`config.mk`:
```
export PLATFORM = sky130hd
export DESIGN_NAME = wave_plotter
export DESIGN_NICKNAME = d
export VERILOG_FILES = /design/src/rtl/wave_plotter.sv
export SDC_FILE = /design/constraint.sdc
export NUM_CORES = 1
export LEC_CHECK = 0
export BUFFER_PORTS_ARGS = -buffer_cell sky130_fd_sc_hd__buf_2
export CELL_PAD_IN_SITES_DETAIL_PLACEMENT = 1
export CELL_PAD_IN_SITES_GLOBAL_PLACEMENT = 1
export CORE_MARGIN = 4
export CORE_UTILIZATION = 31
export CTS_CLUSTER_DIAMETER = 200
export CTS_CLUSTER_SIZE = 16
export DETAILED_ROUTE_END_ITERATION = 16
export PLACE_DENSITY = 0.66
export REMOVE_ABC_BUFFERS = 1
export SETUP_SLACK_MARGIN = 0.3
export SLEW_MARGIN = 20
export SYNTH_ARGS = -nofsm -noshare
export SYNTH_HDL_FRONTEND = slang
export SYNTH_SLANG_ARGS = --single-unit
```
`constraint.sdc`:
```
create_clock -name clk -period 3.95 [get_ports clk]
set_input_delay 0.1975 -clock clk [delete_from_list [all_inputs] [get_ports clk]]
set_output_delay 0.1975 -clock clk [all_outputs]
set_load 0.02 [all_outputs]
```
`src/rtl/wave_plotter.sv`:
```
// Multi-channel waveform point generator: sweeps X across a frame and emits one
// (x, y, channel, colour) point per channel per X, with Y shaped per channel mode.
module wave_plotter #(
    parameter int X_W     = 8,
    parameter int X_MAX   = 159,
    parameter int Y_W     = 8,
    parameter int PH_W    = 10,
    parameter int NCH     = 2,
    parameter int COLOR_W = 12,
    parameter int CH_W    = (NCH > 1) ? $clog2(NCH) : 1
) (
    input  logic                    clk,
    input  logic                    rst_n,
    input  logic                    lock,
    input  logic [2*NCH-1:0]        cfg_mode,
    input  logic [PH_W*NCH-1:0]     cfg_inc,
    input  logic [PH_W*NCH-1:0]     cfg_ofs,
    input  logic [COLOR_W*NCH-1:0]  cfg_color,
    output logic [PH_W-1:0]         rom_addr,
    input  logic [Y_W-1:0]          rom_q,
    output logic                    pt_valid,
    output logic [X_W-1:0]          pt_x,
    output logic [Y_W-1:0]          pt_y,
    output logic [CH_W-1:0]         pt_ch,
    output logic [COLOR_W-1:0]      pt_color,
    output logic                    pt_last
);

    localparam logic [X_W-1:0]  X_LAST  = X_W'(X_MAX);
    localparam logic [CH_W-1:0] CH_LAST = CH_W'(NCH - 1);

    localparam logic [1:0] MODE_ROM  = 2'd0;
    localparam logic [1:0] MODE_RAMP = 2'd1;
    localparam logic [1:0] MODE_TRI  = 2'd2;

    function automatic logic [Y_W-1:0] shape_y(input logic [1:0]      mode,
                                               input logic [PH_W-1:0] p,
                                               input logic [Y_W-1:0]  q);
        logic [Y_W-1:0] t;
        t = p[PH_W-2 -: Y_W];
        case (mode)
            MODE_ROM:  shape_y = q;
            MODE_RAMP: shape_y = p[PH_W-1 -: Y_W];
            MODE_TRI:  shape_y = p[PH_W-1] ? ~t : t;
            default:   shape_y = p[PH_W-1] ? {Y_W{1'b0}} : {Y_W{1'b1}};
        endcase
    endfunction

    // ---- p0: scan position, phase accumulators, shadow configuration ----
    logic [X_W-1:0]     x_p0;
    logic [CH_W-1:0]    ch_p0;
    logic [PH_W-1:0]    phase_p0 [NCH];
    logic               run_p0;
    logic [1:0]         mode_sh  [NCH];
    logic [PH_W-1:0]    inc_sh   [NCH];
    logic [COLOR_W-1:0] color_sh [NCH];

    logic step_p0, last_p0, load_p0;

    // run_p0 marks that phases/shadows were loaded on a previous lock-high edge
    assign step_p0  = run_p0 & lock;
    assign last_p0  = (x_p0 == X_LAST) && (ch_p0 == CH_LAST);
    assign load_p0  = !step_p0 || last_p0;
    assign rom_addr = phase_p0[ch_p0];

    logic vld_p1;

    always_ff @(posedge clk or negedge rst_n) begin
        if (!rst_n) begin
            x_p0   <= '0;
            ch_p0  <= '0;
            run_p0 <= 1'b0;
            vld_p1 <= 1'b0;
            for (int c = 0; c < NCH; c++) phase_p0[c] <= '0;
        end else if (!step_p0) begin
            x_p0   <= '0;
            ch_p0  <= '0;
            run_p0 <= lock;
            vld_p1 <= 1'b0;
            for (int c = 0; c < NCH; c++) phase_p0[c] <= cfg_ofs[c*PH_W +: PH_W];
        end else begin
            vld_p1 <= 1'b1;
            if (ch_p0 == CH_LAST) begin
                ch_p0 <= '0;
                if (x_p0 == X_LAST) begin
                    x_p0 <= '0;
                    for (int c = 0; c < NCH; c++) phase_p0[c] <= cfg_ofs[c*PH_W +: PH_W];
                end else begin
                    x_p0 <= x_p0 + X_W'(1);
                    for (int c = 0; c < NCH; c++) phase_p0[c] <= phase_p0[c] + inc_sh[c];
                end
            end else begin
                ch_p0 <= ch_p0 + CH_W'(1);
            end
        end
    end

    always_ff @(posedge clk) begin
        if (load_p0) begin
            for (int c = 0; c < NCH; c++) begin
                mode_sh[c]  <= cfg_mode[2*c +: 2];
                inc_sh[c]   <= cfg_inc[c*PH_W +: PH_W];
                color_sh[c] <= cfg_color[c*COLOR_W +: COLOR_W];
            end
        end
    end

    // ---- p1: step registered alongside the synchronous ROM read ----
    logic [X_W-1:0]     x_p1;
    logic [CH_W-1:0]    ch_p1;
    logic [PH_W-1:0]    ph_p1;
    logic [1:0]         mode_p1;
    logic [COLOR_W-1:0] color_p1;
    logic               last_p1;

    always_ff @(posedge clk) begin
        if (step_p0) begin
            x_p1     <= x_p0;
            ch_p1    <= ch_p0;
            ph_p1    <= rom_addr;
            mode_p1  <= mode_sh[ch_p0];
            color_p1 <= color_sh[ch_p0];
            last_p1  <= last_p0;
        end
    end

    // ---- p2: output registers; lock low suppresses the in-flight point ----
    always_ff @(posedge clk or negedge rst_n) begin
        if (!rst_n) begin
            pt_valid <= 1'b0;
            pt_last  <= 1'b0;
            pt_x     <= '0;
            pt_y     <= '0;
            pt_ch    <= '0;
            pt_color <= '0;
        end else begin
            pt_valid <= lock & vld_p1;
            pt_last  <= lock & vld_p1 & last_p1;
            if (lock && vld_p1) begin
                pt_x     <= x_p1;
                pt_y     <= shape_y(mode_p1, ph_p1, rom_q);
                pt_ch    <= ch_p1;
                pt_color <= color_p1;
            end
        end
    end

endmodule

```
==> results.py, run 1 <==
metrics = {
    "worst_setup_path": {
        "crit_path_end_kind": "register",
        "timing.setup.critical_path_class": "register to register",
        "timing.critical_path.arrival_ns": 2.58,
        "path_cells": "and3_1 > nand3_1 > o21ai_1 > nand2_1 > inv_2 > buf_4",
        "path_buf_inv": 2,
        "crit_fanout": 44,
        "critical-path-max-stage-delay_ns": 0.56,
        "cp_data_required_time_ns": 4.00,
        "critPathSlowestCell": "buf_4",
        "critical-path-top-delay-family": "buffers and inverters",
        "cp-start-kind": "register",
    },
    "clocking": {
        "cts_num_sinks": 143,
        "post_cts_buffers": 0,
        "cts_max_level": 4,
        "cts_max_path_buffers": 2,
        "numCtsBuffers": 17,
        "cts-resized-gates": 0,
        "cts_root_buffer": "clkbuf_16",
        "clock_insertion_delay_worst_skew_ns": 0.41,
        "cts_tree": "done",
        "hold_fix_buffer_count_after_cts": 49,
        "path_clk_slew_ns": 0.06,
    },
    "synthesis": {
        "post_synthesis_async_set_or_reset_flop_share_pct": 43.4,
        "syn_inst": 464,
        "synth_enable_flop_cells": 81,
        "synth.yosys.seq_area_share_pct": 64.1,
        "synth_cell_type_count": 45,
        "netlist_area_um2": 6210,
        "ys_ff_latch": 143,
        "syn_area_per_cell_um2": 13.4,
        "synth_top_flop_cell": "edfxtp_1",
        "total_of_warnings_raised_by_yosys": 0,
    },
    "floorplanning": {
        "std_cell_rows": 51,
        "die-height_um": 150,
        "floorplan.die_area_um2": 22400,
        "die_width_um": 150,
        "core-area_um2": 19600,
        "start_util_pct": 31.7,
        "io_pins": 120,
    },
    "place": {
        "place_congestion": 0.793,
        "placement.io_buffers": 119,
        "dp_slack_ns": 1.41,
        "hpwlAfterDp_um": 11100,
    },
    "power_and_ir_drop": {
        "seqPwrFrac_pct": 44.3,
        "power_frac_clock_pct": 38.6,
        "power.density_nw_per_um2": 499,
        "cell_internal_pwr_uw": 2990,
        "p_switching_uw": 1100,
        "total_leakage_power_uw": 0.00350,
        "totalPowerFinal_uw": 4090,
        "vdd_drop_max_v": 0.000247,
        "p_comb_share_pct": 17.2,
        "switching_share_pct": 26.8,
    },
    "detailed_routing": {
        "route.final.wire_length_um": 15500,
        "detail-route-antenna-nets": 0,
        "drtIter0Drc": 150,
        "drt-wirelength-per-cell_um": 16.9,
        "routed-via-count": 4299,
        "drcViolationCount": 0,
        "number_of_search_and_repair_iterations_in_the_first_detailed_routing_pass": 4,
        "post_drt_via_cell_ratio": 4.69,
    },
    "finish": {
        "layout-drive-gt1-share_pct": 31.6,
        "antenna_cells_inserted": 0,
        "final_net_count": 739,
        "ff_latch_area_um2": 3980,
        "area.growth.synth_to_final_pct": 31.7,
        "num-fill-cells": 2100,
        "multi_input_comb_area_um2": 2100,
    },
    "global_route": {
        "grt.overflow.total": 0,
        "vias_in_the_first_global_route": 4759,
        "grt_first_pass_wirelength_um": 25100,
        "gr-usage-all-layers_pct": 14.4,
        "grt_max_degree": 47,
        "globalRoute.busiestLayer": "met2",
        "use_met3_pct": 2.79,
        "use_met1_pct": 18.5,
        "grt_util_met2_pct": 24.2,
        "grt_antenna_before_repair": 0,
    },
    "timing": {
        "final-hold-violation-count": 0,
        "fin_crit_share_pct": 64.2,
        "slew_headroom_pct": 44.1,
        "finalClockSkew_ns": 0.0120,
        "max_freq_mhz": 394,
        "final.setup.worst_slack_ns": 1.41,
        "tightest_slew_ns": 0.838,
        "period_needed_ns": 2.54,
        "grt_setup_unrepaired": "no",
        "slew_viol_final": 0,
        "fin_setup_tns_ns": 0,
        "final_setup_fails": 0,
    },
    "min_path": {
        "worstHoldPathType": "input pin to register",
    },
    "flow_run": {
        "drv_cap": 0,
    },
    "outcome": {
        "run_status": "finished clean",
    },
}
-- final timing paths --
kind | from | cells after the start | slack, ns | end
max in group asynchronous | rst_n | 3 | 2.88 | x_p0[2]
min in group asynchronous | rst_n | 2 | 0.37 | pt_valid
hold reg to reg | pt_y[7] | 2 | 0.48 | pt_y[7]
setup reg to reg | x_p0[2] | 6 | 1.41 | color_sh[1][1]
setup / recovery | x_p0[2] | 6 | 1.41 | color_sh[1][1]
hold / removal | cfg_ofs[0] | 3 | 0.02 | phase_p0[10]
-- cell usage in the layout, fill, tap and decap left out, types with 9 or more instances in the layout --
cell,count
xor2_1,10
buf_2,118
dlygate4sd3_1,50
ha_1,19
xnor2_1,17
o21ai_0,31
nor2_1,34
a22oi_1,9
dfrtp_1,62
mux2_2,43
mux2i_1,10
nand2_1,34
edfxtp_1,81
a21oi_1,24
clkbuf_16,17
inv_1,10
-- logic make-up (layout without fill, tap and decap cells) --
kind of cell	count (synthesis)	count (layout)	share of synthesized area, %
flops	143	143	64.1
buf+inv	30	218	2.05
simple gates	101	101	7.25
fa+ha+maj	21	21	4.47
mux	53	53	9.40
compound gates	89	89	8.92
xor+xnor	27	27	3.81
-- final cells by class --
| class | count | area share, % |
|---|---|---|
| inverters | 11 | 0.504 |
| clock inverters | 11 | 1.64 |
| flip-flops and latches | 143 | 48.7 |
| clock buffers | 21 | 5.50 |
| well taps | 265 | 4.05 |
| multi-input cells | 291 | 25.7 |
| repair buffers | 175 | 14.0 |
-- stage by stage --
step           instance area [µm²]  cells  hold slack [ns]  util (%)
6_report                      8190    917           0.0245      41.8
5_1_grt                       8190    917           0.0300      41.8
4_1_cts                       8180    916          0.00819      41.7
3_5_place_dp                  7100    835            0.354      36.2
3_3_place_gp                  7100    835            0.345      36.2
2_1_floorplan                 6130    445          -0.0981         -
-- power groups by stage --
stage               registers (µW)  logic (µW)  clock network, µW
finish                        1810         701               1580
global route                  1830         775               1690
CTS                           1810         710               1610
detailed placement            1840         666                  0
global placement              1830         644                  0
floorplan                     1890         367                  0
-- cells in the mapped netlist, drive strengths merged, types with 2 or more instances --
| library cell | n | area, µm² |
|---|---|---|
| edfxtp | 81 | 2430 |
| dfrtp | 62 | 1550 |
| mux2 | 43 | 484 |
| nand2 | 34 | 128 |
| nor2 | 34 | 128 |
| o21ai | 32 | 160 |
| a21oi | 25 | 136 |
| ha | 19 | 238 |
| xnor2 | 17 | 149 |
| inv | 11 | 41.3 |
| buf | 10 | 52.6 |
| mux2i | 10 | 100 |
| xor2 | 10 | 87.6 |
| a22oi | 9 | 67.6 |
| clkbuf | 9 | 33.8 |
| and3 | 7 | 43.8 |
| a21o | 6 | 46.3 |
| nor3 | 6 | 30.0 |
| a211oi | 5 | 47.5 |
| nand3 | 5 | 25.0 |
| nand2b | 3 | 18.8 |
| nand4 | 3 | 18.8 |
| or2 | 3 | 18.8 |
| a31oi | 2 | 12.5 |
| fa | 2 | 40.0 |
| nor2b | 2 | 12.5 |
| o211ai | 2 | 15.0 |
-- sequential cells by signal (all words and copies together) (netlist names), 9 cells and up --
signal / flops
phase_p0: 20
ph_p1: 9
color_p1: 12
inc_sh: 20
pt_color: 12
color_sh: 24
-- metal layers --
layer  share of wire [%]  up-vias
li1                    -     2040
met1                  44     2126
met2                  49      110
met3                 4.3       23
met4                 2.2        0
met5                   0        -
-- worst min-delay path, delay by kind of cell --
kind	cells	cell delay, ns
buf+inv	1	0.08
compound gates	1	0.07
simple gates	1	0.06
No activity file was read; power rests on OpenSTA's default activity.
==> run 2, diff against run 1 <==
Settings changed: PLACE_DENSITY 0.66 to 0.68.
Clock period 3.95 ns to 2.05 ns, I/O delays scaled along.
==> results.py, run 2 (same netlist as run 1, synthesis figures left out) <==
metrics = {
    "place": {
        "hpwlAfterDp_um": 11300,
        "dp_slack_ns": -0.244,
        "placement.io_buffers": 119,
        "numPlacedInstances": 851,
        "place_congestion": 0.844,
        "postPlaceCellArea_um2": 7260,
    },
    "timing": {
        "tightest_slew_ns": 0.505,
        "slew_headroom_pct": 66.3,
        "hold-worst-slack_ns": 0.0269,
        "period_needed_ns": 2.01,
        "max_freq_mhz": 497,
        "finalClockSkew_ns": 0.0108,
        "fin_crit_share_pct": 98.1,
        "final_setup_fails": 0,
        "final-hold-violation-count": 0,
        "grt_setup_unrepaired": "yes",
        "slew_viol_final": 0,
        "final.setup.worst_slack_ns": 0.0399,
    },
    "finish": {
        "multi_input_comb_area_um2": 2300,
        "layout.cells.most_common": "buf_2",
        "antenna_cells_inserted": 0,
        "num-fill-cells": 2066,
        "area.growth.synth_to_final_pct": 43.6,
        "regMostFlops": "color_sh",
        "layout-drive-gt1-share_pct": 40.1,
        "largest_registers": "color_sh x24, inc_sh x20, phase_p0 x20",
        "post-route-cell-area_um2": 8930,
        "largest_register_ffs": 24,
        "final_net_count": 795,
        "layout.cells.non_filler": 973,
        "ff_latch_area_um2": 3990,
        "most-common-layout-cells": "buf_2, edfxtp_1, dlygate4sd3_1",
    },
    "detailed_routing": {
        "drt-wirelength-per-cell_um": 17.5,
        "number_of_search_and_repair_iterations_in_the_first_detailed_routing_pass": 5,
        "routed-via-count": 4597,
        "drtIter0Drc": 145,
        "route.final.wire_length_um": 17100,
        "detail-route-antenna-nets": 0,
        "post_drt_via_cell_ratio": 4.72,
        "drcViolationCount": 0,
    },
    "min_path": {
        "worstHoldPathType": "input pin to register",
    },
    "power_and_ir_drop": {
        "power.density_nw_per_um2": 890,
        "vdd_drop_max_v": 0.000582,
        "totalPowerFinal_uw": 7940,
        "total_leakage_power_uw": 0.00380,
    },
    "clocking": {
        "cts_max_level": 4,
        "cts_root_buffer": "clkbuf_16",
        "numCtsBuffers": 17,
        "path_clk_slew_ns": 0.06,
        "cts_max_path_buffers": 2,
        "clock_insertion_delay_worst_skew_ns": 0.42,
        "cts_tree": "done",
        "cts_num_sinks": 143,
    },
    "global_route": {
        "gr-usage-all-layers_pct": 15.6,
        "globalRoute.busiestLayer": "met2",
        "grt_antenna_before_repair": 0,
        "grt_first_pass_wirelength_um": 26900,
        "use_met3_pct": 3.63,
        "grt_util_met2_pct": 27.4,
        "grt_max_degree": 63,
        "vias_in_the_first_global_route": 5075,
        "use_met1_pct": 19.0,
        "grt.overflow.total": 0,
    },
    "floorplanning": {
        "std_cell_rows": 51,
        "die_width_um": 150,
        "floorplan.die_area_um2": 22400,
        "io_pins": 120,
        "start_util_pct": 31.7,
        "core-area_um2": 19600,
        "die-height_um": 150,
    },
    "worst_setup_path": {
        "timing.setup.critical_path_class": "register to register",
        "timing.critical_path.arrival_ns": 2.31,
        "crit_path_end_kind": "register",
        "cp-start-kind": "register",
        "crit_fanout": 3,
        "cp_data_required_time_ns": 2.35,
    },
    "outcome": {
        "run_status": "finished clean",
    },
    "flow_run": {
        "drv_cap": 0,
    },
}
run 2: cell count changes in the layout (fill, tap and decap cells not counted), moves of 5 or more:
cell	delta
a21oi_1	-5
buf_12	+5
buf_4	+26
buf_6	+7
dlygate4sd3_1	+15
ha_1	-7
o21ai_0	-15
o21ai_1	+9
o21ai_2	+5
run 2: power breakdown:
group / internal [µW] / leakage, µW / switching (µW)
registers: 3340 / 0.00157 / 151
logic: 805 / 0.00198 / 876
clock network: 1540 / 0.000247 / 1230
run 2: cell type report:
class | instances | area share [%]
Timing Repair Buffer | 231 | 19.4
Clock inverter | 13 | 1.04
Clock buffer | 19 | 4.85
Tap cell | 265 | 3.71
Inverter | 11 | 0.561
Sequential cell | 143 | 44.6
Multi-Input combinational cell | 291 | 25.8
run 2: repair_timing:
action,in CTS,in global routing
cloned,2,0
hold buffers,65,0
hold endpoints to repair,127,0
endpoints found under the setup margin,80,33
pin swaps,21,23
resized for setup,34,38
setup buffers,11,12
run 2: per-layer routing:
metal | vias to the layer above | wire length [µm]
met5 | - | 0
met1 | 2322 | 7010
met2 | 99 | 9170
met4 | 0 | 259
met3 | 22 | 637
li1 | 2154 | -
run 2: path summary, 6_finish.rpt:
| path | startpoint | to | slack (ns) | cells past startpoint |
|---|---|---|---|---|
| worst max-delay path | inc_sh[0][0] | phase_p0[16] | 0.04 | 8 |
| worst min-delay path | cfg_ofs[11] | phase_p0[1] | 0.03 | 3 |
| worst max register to register | inc_sh[0][0] | phase_p0[16] | 0.04 | 8 |
| worst min register to register | color_p1[9] | pt_color[9] | 0.47 | 1 |
| max in group asynchronous | rst_n | phase_p0[15] | 1.52 | 3 |
| min in group asynchronous | rst_n | pt_x[3] | 0.21 | 3 |
run 2: stage by stage:
step                      util [%]  TNS (ns)
after floorplan                  -    -67.15
after global placement        37.1    -0.293
after detailed placement      37.1    -0.486
after CTS                     44.3         0
after global routing          45.6    -0.173
final                         45.6         0
run 2: critical path: stages (launching register included):
cell and delay (ns):
edfxtp_1 0.38, ha_2 0.21, fa_2 0.35, a21o_1 0.20, a21oi_4 0.20, o21ai_2 0.08, a21o_1 0.19, a311oi_2 0.19
a21oi_1 0.07
